## config.mk

```make
export PLATFORM = sky130hd
export DESIGN_NAME = lsu_mem_port
export DESIGN_NICKNAME = d
export VERILOG_FILES = /design/src/rtl/lsu_mem_port.sv
export SDC_FILE = /design/constraint.sdc
export NUM_CORES = 1
export LEC_CHECK = 0
export BUFFER_PORTS_ARGS = -buffer_cell sky130_fd_sc_hd__buf_4
export CORE_MARGIN = 5
export CORE_UTILIZATION = 35
export DETAILED_ROUTE_END_ITERATION = 16
export MAX_ROUTING_LAYER = met4
export PLACE_DENSITY = 0.58
export SLEW_MARGIN = 20
export SYNTH_ARGS = -nofsm -noshare
export SYNTH_HDL_FRONTEND = slang
export SYNTH_SLANG_ARGS = --single-unit
export TNS_END_PERCENT = 30
```

## constraint.sdc

```tcl
create_clock -name clk -period 5.4 [get_ports clk]
set_input_delay 1.08 -clock clk [delete_from_list [all_inputs] [get_ports clk]]
set_output_delay 1.08 -clock clk [all_outputs]
set_load 0.005 [all_outputs]
```

## src/rtl/lsu_mem_port.sv

```systemverilog
// Load/store sequencer between the execute stage and a word-addressed data RAM.
// Optional WAIT-state timeout is enabled by defining LSU_TIMEOUT_EN.
module lsu_mem_port #(
  parameter int ADDR_W  = 8,
  parameter int TIMEOUT = 15
) (
  input  logic              clk,
  input  logic              rst_n,
  input  logic              req_valid,
  output logic              req_ready,
  input  logic              req_write,
  input  logic [1:0]        req_size,
  input  logic              req_unsigned,
  input  logic [31:0]       req_addr,
  input  logic [31:0]       req_wdata,
  output logic              resp_valid,
  output logic [31:0]       resp_rdata,
  output logic              resp_err,
  output logic [ADDR_W-1:0] mem_addr,
  output logic [3:0]        mem_sel,
  output logic [31:0]       mem_wdata,
  output logic              mem_en,
  output logic              mem_write,
  input  logic [31:0]       mem_rdata,
  input  logic              mem_ack
);

  typedef enum logic [1:0] {
    IDLE  = 2'd0,
    ISSUE = 2'd1,
    WAIT  = 2'd2,
    RESP  = 2'd3
  } state_t;

  state_t              state_r, state_nxt_s;
  logic [1:0]          size_r, size_nxt_s;
  logic                uns_r, uns_nxt_s;
  logic [1:0]          lane_r, lane_nxt_s;
  logic                wr_r, wr_nxt_s;
  logic [ADDR_W-1:0]   mem_addr_r, mem_addr_nxt_s;
  logic [3:0]          mem_sel_r, mem_sel_nxt_s;
  logic [31:0]         mem_wdata_r, mem_wdata_nxt_s;
  logic                mem_en_r, mem_en_nxt_s;
  logic                mem_write_r, mem_write_nxt_s;
  logic                resp_valid_r, resp_valid_nxt_s;
  logic                resp_err_r, resp_err_nxt_s;
  logic [31:0]         resp_rdata_r, resp_rdata_nxt_s;
  logic                unused_addr_s;

  assign unused_addr_s = ^req_addr[31:ADDR_W+2];

`ifdef LSU_TIMEOUT_EN
  localparam int CNT_W = $clog2(TIMEOUT + 1);
  logic [CNT_W-1:0]    cnt_r, cnt_nxt_s;
`else
  localparam int unused_timeout_p = TIMEOUT;
`endif

  function automatic logic is_bad(input logic [1:0] size, input logic [1:0] lane);
    case (size)
      2'b00:   is_bad = 1'b0;
      2'b01:   is_bad = lane[0];
      2'b10:   is_bad = (lane != 2'b00);
      default: is_bad = 1'b1;
    endcase
  endfunction

  function automatic logic [3:0] store_sel(input logic [1:0] size, input logic [1:0] lane);
    case (size)
      2'b00:   store_sel = 4'b0001 << lane;
      2'b01:   store_sel = lane[1] ? 4'b1100 : 4'b0011;
      default: store_sel = 4'b1111;
    endcase
  endfunction

  function automatic logic [31:0] store_wdata(input logic [1:0] size, input logic [31:0] wdata);
    case (size)
      2'b00:   store_wdata = {4{wdata[7:0]}};
      2'b01:   store_wdata = {2{wdata[15:0]}};
      default: store_wdata = wdata;
    endcase
  endfunction

  // Lane shift first, then width select and extension
  function automatic logic [31:0] load_extract(input logic [31:0] word, input logic [1:0] size,
                                               input logic uns, input logic [1:0] lane);
    logic [31:0] sh;
    sh = word >> {lane, 3'b000};
    case (size)
      2'b00:   load_extract = uns ? {24'h000000, sh[7:0]} : {{24{sh[7]}}, sh[7:0]};
      2'b01:   load_extract = uns ? {16'h0000, sh[15:0]} : {{16{sh[15]}}, sh[15:0]};
      default: load_extract = sh;
    endcase
  endfunction

  // Next-state and next-output logic
  always_comb begin
    state_nxt_s      = state_r;
    size_nxt_s       = size_r;
    uns_nxt_s        = uns_r;
    lane_nxt_s       = lane_r;
    wr_nxt_s         = wr_r;
    mem_addr_nxt_s   = mem_addr_r;
    mem_sel_nxt_s    = mem_sel_r;
    mem_wdata_nxt_s  = mem_wdata_r;
    mem_en_nxt_s     = 1'b0;
    mem_write_nxt_s  = mem_write_r;
    resp_valid_nxt_s = 1'b0;
    resp_err_nxt_s   = resp_err_r;
    resp_rdata_nxt_s = resp_rdata_r;
`ifdef LSU_TIMEOUT_EN
    cnt_nxt_s        = cnt_r;
`endif
    case (state_r)
      IDLE: begin
        if (req_valid) begin
          if (is_bad(req_size, req_addr[1:0])) begin
            state_nxt_s      = RESP;
            resp_valid_nxt_s = 1'b1;
            resp_err_nxt_s   = 1'b1;
            resp_rdata_nxt_s = 32'h0000_0000;
          end else begin
            state_nxt_s     = ISSUE;
            size_nxt_s      = req_size;
            uns_nxt_s       = req_unsigned;
            lane_nxt_s      = req_addr[1:0];
            wr_nxt_s        = req_write;
            mem_en_nxt_s    = 1'b1;
            mem_write_nxt_s = req_write;
            mem_addr_nxt_s  = req_addr[ADDR_W+1:2];
            mem_sel_nxt_s   = req_write ? store_sel(req_size, req_addr[1:0]) : 4'b1111;
            mem_wdata_nxt_s = req_write ? store_wdata(req_size, req_wdata) : 32'h0000_0000;
          end
        end else begin
          state_nxt_s = IDLE;
        end
      end
      ISSUE: begin
        state_nxt_s     = WAIT;
        mem_write_nxt_s = 1'b0;
`ifdef LSU_TIMEOUT_EN
        cnt_nxt_s       = '0;
`endif
      end
      WAIT: begin
        if (mem_ack) begin
          state_nxt_s      = RESP;
          resp_valid_nxt_s = 1'b1;
          resp_err_nxt_s   = 1'b0;
          resp_rdata_nxt_s = wr_r ? 32'h0000_0000 : load_extract(mem_rdata, size_r, uns_r, lane_r);
        end
`ifdef LSU_TIMEOUT_EN
        else if (cnt_r == CNT_W'(TIMEOUT - 1)) begin
          state_nxt_s      = RESP;
          resp_valid_nxt_s = 1'b1;
          resp_err_nxt_s   = 1'b1;
          resp_rdata_nxt_s = 32'h0000_0000;
        end else begin
          cnt_nxt_s = cnt_r + CNT_W'(1);
        end
`else
        else begin
          state_nxt_s = WAIT;
        end
`endif
      end
      RESP: begin
        state_nxt_s    = IDLE;
        resp_err_nxt_s = 1'b0;
      end
      default: begin
        state_nxt_s     = IDLE;
        mem_write_nxt_s = 1'b0;
        resp_err_nxt_s  = 1'b0;
      end
    endcase
  end

  // State, latched request fields and registered outputs
  always_ff @(posedge clk or negedge rst_n) begin
    if (!rst_n) begin
      state_r      <= IDLE;
      size_r       <= 2'b00;
      uns_r        <= 1'b0;
      lane_r       <= 2'b00;
      wr_r         <= 1'b0;
      mem_addr_r   <= '0;
      mem_sel_r    <= 4'b0000;
      mem_wdata_r  <= 32'h0000_0000;
      mem_en_r     <= 1'b0;
      mem_write_r  <= 1'b0;
      resp_valid_r <= 1'b0;
      resp_err_r   <= 1'b0;
      resp_rdata_r <= 32'h0000_0000;
    end else begin
      state_r      <= state_nxt_s;
      size_r       <= size_nxt_s;
      uns_r        <= uns_nxt_s;
      lane_r       <= lane_nxt_s;
      wr_r         <= wr_nxt_s;
      mem_addr_r   <= mem_addr_nxt_s;
      mem_sel_r    <= mem_sel_nxt_s;
      mem_wdata_r  <= mem_wdata_nxt_s;
      mem_en_r     <= mem_en_nxt_s;
      mem_write_r  <= mem_write_nxt_s;
      resp_valid_r <= resp_valid_nxt_s;
      resp_err_r   <= resp_err_nxt_s;
      resp_rdata_r <= resp_rdata_nxt_s;
    end
  end

`ifdef LSU_TIMEOUT_EN
  // WAIT-state cycle counter
  always_ff @(posedge clk or negedge rst_n) begin
    if (!rst_n) begin
      cnt_r <= '0;
    end else begin
      cnt_r <= cnt_nxt_s;
    end
  end
`endif

  assign req_ready  = (state_r == IDLE);
  assign mem_addr   = mem_addr_r;
  assign mem_sel    = mem_sel_r;
  assign mem_wdata  = mem_wdata_r;
  assign mem_en     = mem_en_r;
  assign mem_write  = mem_write_r;
  assign resp_valid = resp_valid_r;
  assign resp_err   = resp_err_r;
  assign resp_rdata = resp_rdata_r;

endmodule

```

==> results.cfg <==
[status]
status = completed

[worst_setup_path]
cpPeakStageDelay_ps = 830
start_kind = primary input
cp_data_arrival_time_ps = 3320
critical_path_class = in2reg
crit_chain = buf_4 > a21oi_2 > a2111o_1 > nor4_4 > a221o_1
crit_required_ps = 5670
path_max_fanout = 29
worstSetupStartpoint = req_size[1]
rr_startpoint = state_r[0]
crit_path_end_kind = flip-flop
slowest_stage = nor4_4

[floorplanning]
num_rows = 40
dieArea_um2 = 14700
die_h_um = 121
design.core.area_um2 = 12100
die_width_um = 121
initial_core_util = 0.358
ioPinCount = 185

[global_routing]
antenna_found_initial = 0
grt_pass1_wl_mm = 20.6
grt_max_degree = 51
grt_overflow = 0
grt_use_total = 0.185
grt_pass1_vias = 3860

[timing]
maxSlewHeadroom = 0.280
min_period_ps = 3050
tightest_slew_ps = 1080
drv_slew = 0
setup_viol = 0
clock.fmax_mhz = 328
finalCritPeriodShare = 0.565
hold_violations = 0
skew_ps = 5.37
grt_setup_unrepaired = no
fin_tns_setup_ps = 0

[synthesis]
post_synth_num_cell_types = 39
syn_avg_cell_area_um2 = 10.9
synth_top_family_by_area = compound AO/OA/AOI/OAI gates
syn_inst = 395
synth-simple-area-share = 0.0921
synth_fa_ha_area_frac = 0.0145
synth_compound_area_frac = 0.187
synth-xor-area-share = 0
ys_seq_elements = 88
ys.flop_type = dfrtp_1
yosys_warnings = 0
synth_fp_nets = 504
synth_edf_count = 0
muxShareOfSynthArea = 0.160
syn_area_um2 = 4320
synth_seq_area_share = 0.510
async_reset_ff_frac = 1.00

[cells_and_area]
drive_gt1_frac = 0.390
regArea_um2 = 2200
final_cell_mix = buf_4 (164), dfrtp_1 (88), nand2_1 (63)
nNetsFinal = 649
multi_input_comb_area_um2 = 1970
areaGrowthSynthToFinish_pct = 37.9
mostFrequentLayoutCell = buf_4
antennaDiodeCount = 0
fillers = 1141

[pwr]
leakage_nw = 2.88
p_per_area_nw_per_um2 = 508
fin_total_pwr_mw = 3.03
peakVddDrop_mv = 0.203

[routing]
routedWlPerCell_um = 18.5
ant_nets = 0
route.detailed.drc = 0
viasPerCell = 5.17
vias = 3683
dr.pass1.iters = 4
drt_iter0_drc = 281
totalWireLength_mm = 13.1

[clocking]
hold_buffers = 0
cts_buffers = 9
cts_buffer_depth = 2
clkLatencyLatePin_ps = 340
cts-root-buf = clkbuf_16
cts_tree = done
post-cts-setup-buffers = 0
clkTransAtPathRegs_ps = 60
ctsResizeCount = 0
htree_levels = 3
cts.sinks = 88

[hold_path]
worstHoldStart = mem_wdata[18]
hold_class = reg2reg

[flow_run]
cap_violations = 0

[placed_design]
dp_hpwl_mm = 9.58
port_buffers = 162
routabilityCongestion = 0.840
==> flip-flops by register name, summed over array words and instances (netlist names), 2 cells and up <==
| name | cells |
|---|---|
| lane_r | 2 |
| mem_addr | 8 |
| mem_sel | 4 |
| mem_wdata | 32 |
| resp_rdata | 32 |
| size_r | 2 |
| state_r | 2 |
==> Yosys cell counts (2+ instances only) <==
cell | count | share of area
mux2_2 | 27 | 0.070
a21oi_1 | 8 | 0.0093
inv_1 | 8 | 0.0070
nand2_1 | 63 | 0.055
buf_2 | 7 | 0.0081
mux4_2 | 2 | 0.010
buf_1 | 2 | 0.0017
nor2_1 | 15 | 0.013
dfrtp_1 | 88 | 0.51
o31ai_1 | 18 | 0.031
nand2b_1 | 2 | 0.0029
ha_1 | 5 | 0.014
a2bb2oi_1 | 3 | 0.0061
clkbuf_1 | 21 | 0.018
a221o_1 | 16 | 0.037
o2bb2ai_1 | 15 | 0.030
o21ai_0 | 31 | 0.036
mux2i_1 | 34 | 0.079
nor2b_1 | 2 | 0.0029
a221oi_1 | 8 | 0.016
o21bai_1 | 2 | 0.0035
==> power by group <==
group / switching (mW) / internal, mW / total [mW]
logic: 0.538 / 0.691 / 1.23
registers: 0.236 / 0.940 / 1.18
clock network: 0.253 / 0.368 / 0.621
total: 1.03 / 2.00 / 3.03
==> through the flow <==
stage / area (um^2) / std cells / hold slack [ps] / utilization / setup WS, ps
6_report: 5960 / 712 / 482 / 0.494 / 2350
5_1_grt: 5960 / 712 / 503 / 0.494 / 2160
4_1_cts: 5930 / 711 / 486 / 0.492 / 2360
3_5_place_dp: 5640 / 696 / 472 / 0.468 / 2000
3_3_place_gp: 5640 / 696 / 454 / 0.468 / 2020
2_1_floorplan: 4320 / 395 / 438 / - / 2660
==> path summary, 6_finish.rpt <==
check	slack (ps)	cells past startpoint	endpoint
hold / removal	480	2	mem_wdata[18]
setup / recovery	2350	5	resp_rdata[19]
min in group asynchronous	730	1	resp_rdata[26]
max in group asynchronous	3650	2	state_r[1]
hold reg to reg	480	2	mem_wdata[18]
setup reg to reg	2580	6	resp_rdata[19]
==> metal layers <==
metal,GRT usage,share of wire,vias up
met3,0.0490,0.091,15
li1,-,-,1743
met4,0.0602,0.015,0
met1,0.230,0.43,1762
met5,-,0,-
met2,0.293,0.47,163
==> final cells by class <==
| class | instances | area share |
|---|---|---|
| Clock buffer | 12 | 0.0414 |
| Sequential cell | 88 | 0.370 |
| Clock inverter | 3 | 0.00714 |
| Multi-Input combinational cell | 268 | 0.330 |
| Tap cell | 168 | 0.0353 |
| Timing Repair Buffer | 165 | 0.211 |
| Inverter | 8 | 0.00504 |
==> worst max-delay path, delay by kind of cell <==
kind                   cells  cell delay, ps
buffers and inverters      1             300
and+or+nand+nor            1             830
AOI/OAI and AO/OA          3            1090
==> kinds of logic after synthesis <==
| group | count (synthesis) |
|---|---|
| AOI/OAI and AO/OA | 109 |
| adders and majority gates | 5 |
| buffers and inverters | 39 |
| DFF | 88 |
| muxes | 63 |
| and+or+nand+nor | 91 |
(Power assumes the default switching activity.)
